===== config.mk =====
export PLATFORM = sky130hd
export DESIGN_NAME = inst_queue
export DESIGN_NICKNAME = d
export VERILOG_FILES = /design/src/rtl/inst_queue.sv
export SDC_FILE = /design/constraint.sdc
export NUM_CORES = 1
export LEC_CHECK = 0
export CORE_ASPECT_RATIO = 0.5
export CORE_MARGIN = 2
export CORE_UTILIZATION = 55
export DETAILED_ROUTE_END_ITERATION = 6
export GPL_TIMING_DRIVEN = 0
export PLACE_DENSITY = 0.72
export SLEW_MARGIN = 5
export SYNTH_ARGS = -nofsm -noshare
export SYNTH_HDL_FRONTEND = slang
export SYNTH_SLANG_ARGS = --single-unit

===== constraint.sdc =====
create_clock -name clk_in -period 16.47 [get_ports clk_in]
set_clock_uncertainty 0.15 [all_clocks]
set_input_delay 4.1175 -clock clk_in [delete_from_list [all_inputs] [get_ports clk_in]]
set_output_delay 4.1175 -clock clk_in [all_outputs]
set_load 0.02 [all_outputs]

===== src/rtl/inst_queue.sv =====
// Show-ahead circular FIFO of {instruction, pc} pairs between fetcher and decoder.
// Define INST_QUEUE_BYPASS_EN to forward a push straight to the outputs when the queue is empty.
module inst_queue #(
    parameter int DEPTH       = 16,
    parameter int PTR_BITS    = 4,
    parameter int FULL_MARGIN = 1
) (
    input  logic        clk_in,
    input  logic        rst_in,
    input  logic        rdy_in,
    input  logic        rob_flush_in,
    input  logic        fetcher_en_in,
    input  logic [31:0] fetcher_inst_in,
    input  logic [31:0] fetcher_pc_in,
    output logic        fetcher_full_out,
    input  logic        dispatcher_stall_in,
    output logic        decoder_inst_en_out,
    output logic [31:0] decoder_inst_out,
    output logic [31:0] decoder_pc_out
);

    localparam int CW = PTR_BITS + 1;
    localparam logic [PTR_BITS:0] DEPTH_C  = CW'(DEPTH);
    localparam logic [PTR_BITS:0] FULL_LVL = CW'(DEPTH - FULL_MARGIN);

    logic [31:0]         inst_mem [DEPTH];
    logic [31:0]         pc_mem   [DEPTH];
    logic [PTR_BITS-1:0] head;
    logic [PTR_BITS-1:0] tail;
    logic [PTR_BITS:0]   count;
    logic [PTR_BITS:0]   count_next;

    logic active;
    logic empty;
    logic bypass;
    logic pop;
    logic pop_mem;
    logic push;

    assign active = rdy_in && !rob_flush_in;
    assign empty  = (count == '0);

`ifdef INST_QUEUE_BYPASS_EN
    assign bypass = active && empty && fetcher_en_in;
`else
    assign bypass = 1'b0;
`endif

    assign decoder_inst_en_out = active && (!empty || bypass);
    assign fetcher_full_out    = (count >= FULL_LVL);

    // A bypassed entry never occupies a slot, so only a real head pop frees one.
    assign pop     = decoder_inst_en_out && !dispatcher_stall_in;
    assign pop_mem = pop && !bypass;
    assign push    = active && fetcher_en_in && !(bypass && !dispatcher_stall_in)
                     && ((count < DEPTH_C) || pop_mem);

    // NOTE: every always_comb output gets a default first so no path can infer a latch.
    always_comb begin
        decoder_inst_out = 32'h0;
        decoder_pc_out   = 32'h0;
        if (bypass) begin
            decoder_inst_out = fetcher_inst_in;
            decoder_pc_out   = fetcher_pc_in;
        end else if (decoder_inst_en_out) begin
            decoder_inst_out = inst_mem[head];
            decoder_pc_out   = pc_mem[head];
        end
    end

    always_comb begin
        count_next = count;
        case ({push, pop_mem})
            2'b10:   count_next = count + 1'b1;
            2'b01:   count_next = count - 1'b1;
            default: count_next = count;
        endcase
    end

    // NOTE: sequential state uses non-blocking assignments so every flop samples pre-edge values.
    always_ff @(posedge clk_in) begin
        if (!rst_in) begin
            head  <= '0;
            tail  <= '0;
            count <= '0;
        end else if (rdy_in) begin
            if (rob_flush_in) begin
                head  <= '0;
                tail  <= '0;
                count <= '0;
            end else begin
                if (push)
                    tail <= tail + 1'b1;
                if (pop_mem)
                    head <= head + 1'b1;
                count <= count_next;
            end
        end
    end

    // NOTE: the storage arrays carry no reset; count alone decides which slots are meaningful.
    always_ff @(posedge clk_in) begin
        if (rst_in && push) begin
            inst_mem[tail] <= fetcher_inst_in;
            pc_mem[tail]   <= fetcher_pc_in;
        end
    end

endmodule


==> summary.txt, run 1 <==
Drt
  – Drt pass-1 iters: 7
  – Avg Vias per Cell: 6.30
  – Antenna Nets Post-Route: 0
  – DRC viols: 2
  – 1st-iter DRT viols: 2402
  – Via count: 18600
  – DRT Wirelength: 89.4 mm
  – DR WL/cell: 30.3 µm

Clocking
  – Setup bufs post-CTS: 0
  – Post-CTS Resized: 0
  – CTS root buf: clkbuf_16
  – Clock transition at path regs: 60 ps
  – TritonCTS clock tree: yes
  – H-tree levels: 3
  – CTS max path bufs: 3
  – # clock sinks: 1041
  – CTS buffer count: 88
  – Clock latency on the worst-skew pair: 630 ps
  – Cts hold-fix bufs: 0

Final layout
  – Area growth from synthesis to layout: 16.6%
  – Cell area after layout: 0.0464 mm²
  – Nets@finish: 2001
  – Layout cells sized above 1: 28.6%
  – Fillers: 4453

Min path
  – Hold Path Class: register to register

Timing
  – Fmax achieved: 86.5 MHz
  – Final setup fails: 0
  – Tightest Pin Transition: 1130 ps
  – Hold Violations, Final: 0
  – RSZ-0062 raised after global routing: false
  – WHS: 381 ps
  – Tcrit/Tclk final: 70.2%
  – Fin crit period: 11560 ps
  – Slew Limit Fails: 0
  – Rel. slew slack: 24.9%

Synthesis
  – Synthesized flop and latch total: 1041
  – EDFF count, synth: 1024
  – Syn Inst Count: 1626
  – Asr flop ratio synth: 0%
  – Synth cell count leaders: 1024 x edfxtp_1, 320 x mux4_2, 68 x nor2b_1
  – Area leader, netlist: edfxtp_1
  – Netlist cell types: 42
  – Top cell type's share of synthesized area: 77.2%
  – Synth Cell Area: 0.0398 mm²
  – Synth area leaders: edfxtp_1 77%, mux4_2 18%, nor2b_1 1.1%
  – Top_reg_cell synth: edfxtp_1
  – Register area share after synthesis: 78.0%
  – Synthesized area per cell: 24.5 µm²
  – Yosys warnings: 0
  – Most frequent cell after synthesis: edfxtp_1
  – Syn Nets: 1703

GRT
  – Global-route wire length before repair: 129 mm
  – Initial antenna violation count: 2
  – GRT Total Usage: 24.3%
  – Largest net degree at the start of global routing: 22
  – Total gr overflow: 0
  – Vias in the first global route: 19000

Setup path
  – CP arrival: 7300 ps
  – Crit Path Class: input port to output port
  – CP max FO: 10
  – CP startpoint kind: input port
  – CP Capture Type: output port
  – Crit path required time: 12200 ps

Run
  – Max-Cap Viols: 0

Die
  – Total die area: 0.0747 mm²
  – Core area: 0.0713 mm²
  – Rows: 69
  – Starting Density: 55.9%
  – Die height: 194 µm
  – Die Span X: 385 µm
  – I/O pin count: 136

Run status
  – Failing checks: DRC
  – Outcome: complete, but fails checks

Placement
  – Port-buffer cells: 134
  – Global placement routability congestion: 0.764
  – HPWL Detailed: 55.3 mm
  – DP Area: 0.0437 mm²

Pwr
  – Maximum vdd drop: 0.0820 mV
  – Leak: 14.0 nW
  – Pwr per Cell Area: 108 mW/mm²
-- final cells by class --
cell class | instances | area, µm² | share of cell area [%]
Tap cell | 958 | 1200 | 2.58
Sequential cell | 1041 | 31100 | 66.9
Clock inverter | 46 | 372 | 0.800
Buffer | 85 | 455 | 0.981
Antenna cell | 2 | 5.00 | 0.0108
Timing Repair Buffer | 208 | 2540 | 5.46
Inverter | 9 | 33.8 | 0.0727
Clock buffer | 112 | 2380 | 5.12
Multi-Input combinational cell | 491 | 8380 | 18.0
-- routing by layer --
metal | global-route usage [%] | part of all wire, % | vias up | wire, µm
met5 | 0 | 0 | - | 0
met4 | 6.34 | 2.1 | 0 | 1850
met3 | 4.06 | 7.0 | 116 | 6310
met2 | 39.3 | 50 | 817 | 44700
met1 | 35.3 | 41 | 10100 | 36600
li1 | - | - | 7590 | -
-- through the flow --
| step | TNS (ps) | util (%) | instances | setup WS, ps | total power [mW] |
|---|---|---|---|---|---|
| floorplan | 0 | - | 1626 | 6440 | 3.00 |
| CTS | 0 | 65.1 | 2950 | 4890 | 5.05 |
| global route | 0 | 65.1 | 2952 | 4700 | 5.15 |
| global placement | -271 | 59.4 | 2718 | -16.1 | 3.06 |
| finish | 0 | 65.1 | 2952 | 4910 | 5.02 |
| detailed placement | 0 | 61.3 | 2792 | 4900 | 3.07 |
-- report_power, final --
part,internal [mW],leakage (nW),switching (mW)
combinational,0.0384,3.28,0.0573
clock,1.10,1.35,0.906
sequential,2.91,9.34,0.00131
-- state kept, by name (all words and copies together) (netlist names), named ones only --
signal,cells
tail,4
pc_mem,512
head,4
inst_mem,512
count,5
-- layout by cell type, fill, tap and decap left out, types with 3 or more instances in the layout --
master | netlist | final
o21ai_0 | 9 | 9
buf_1 | 17 | 17
nor2_1 | 20 | 8
nand3_1 | 3 | 3
nor2_4 | 0 | 12
clkbuf_16 | 0 | 92
a31oi_1 | 3 | 3
clkdlybuf4s50_1 | 0 | 134
clkinv_4 | 0 | 3
clkinvlp_4 | 0 | 3
clkinv_2 | 0 | 19
nor3_2 | 0 | 4
bufinv_16 | 0 | 5
mux4_2 | 320 | 320
clkbuf_1 | 34 | 54
dfxtp_1 | 17 | 17
buf_2 | 7 | 7
nand2_1 | 12 | 12
buf_12 | 0 | 30
clkinv_1 | 0 | 14
ha_1 | 7 | 7
inv_1 | 9 | 9
buf_6 | 7 | 27
nor2b_1 | 68 | 68
o211ai_1 | 3 | 3
edfxtp_1 | 1024 | 1024
buf_16 | 0 | 8
buf_4 | 20 | 32
buf_8 | 0 | 4
a21oi_1 | 7 | 7
-- final timing paths --
| kind | from | to | slack [ps] | cells after the start |
|---|---|---|---|---|
| setup / recovery | rdy_in | decoder_pc_out[21] | 4910 | 7 |
| hold / removal | count[3]$_SDFFE_PN0P_ | count[3]$_SDFFE_PN0P_ | 380 | 2 |
| setup reg to reg | count[4]$_SDFFE_PN0P_ | pc_mem[0][16]$_DFFE_PP_ | 13040 | 8 |
| hold reg to reg | count[3]$_SDFFE_PN0P_ | count[3]$_SDFFE_PN0P_ | 380 | 2 |
-- cells by family after synthesis --
kind of cell	count (synthesis)	synth area share, %
multiplexers	322	18.1
AO/OA/AOI/OAI	37	0.609
AND/OR/NAND/NOR	121	1.70
flip-flops	1041	78.0
buffers and inverters	94	1.23
XOR/XNOR	4	0.0879
adder cells (fa/ha/maj)	7	0.220
-- critical path, cell delays in order --
cell             delay, ps
clkdlybuf4s50_1        550
nor2b_1                250
o21ai_1                440
buf_2                  520
clkbuf_1               600
nor2b_1                200
clkdlybuf4s50_1        590
Note: power is estimated with default switching activity, not from simulation.
==> inputs of run 2 (changes only) <==
==> constraint.sdc (replaced) <==
create_clock -name clk_in -period 11.1 [get_ports clk_in]
set_clock_uncertainty 0.15 [all_clocks]
set_input_delay 2.775 -clock clk_in [delete_from_list [all_inputs] [get_ports clk_in]]
set_output_delay 2.775 -clock clk_in [all_outputs]
set_load 0.02 [all_outputs]
==> results of run 2 <==
The final DEF is identical to that of run 1. Status: complete, but fails checks: DRC.
Main changes from that run: setup slack after placement 4900 ps -> 2210 ps; setup slack after layout 4910 ps -> 2220 ps; register-to-register setup slack 13040 ps -> 7670 ps; total power 5.02 mW -> 7.44 mW; worst IR drop on VDD 0.0820 mV -> 0.122 mV
==> inputs of run 3 (changes only) <==
==> constraint.sdc (replaced) <==
create_clock -name clk_in -period 8.7 [get_ports clk_in]
set_clock_uncertainty 0.15 [all_clocks]
set_input_delay 2.175 -clock clk_in [delete_from_list [all_inputs] [get_ports clk_in]]
set_output_delay 2.175 -clock clk_in [all_outputs]
set_load 0.02 [all_outputs]
==> results of run 3 <==
The final DEF is identical to that of run 1. Status: complete, but fails checks: DRC.
Main changes from that run: setup slack after placement 4900 ps -> 1010 ps; setup slack after layout 4910 ps -> 1020 ps; register-to-register setup slack 13040 ps -> 5270 ps; total power 5.02 mW -> 9.50 mW; worst IR drop on VDD 0.0820 mV -> 0.155 mV
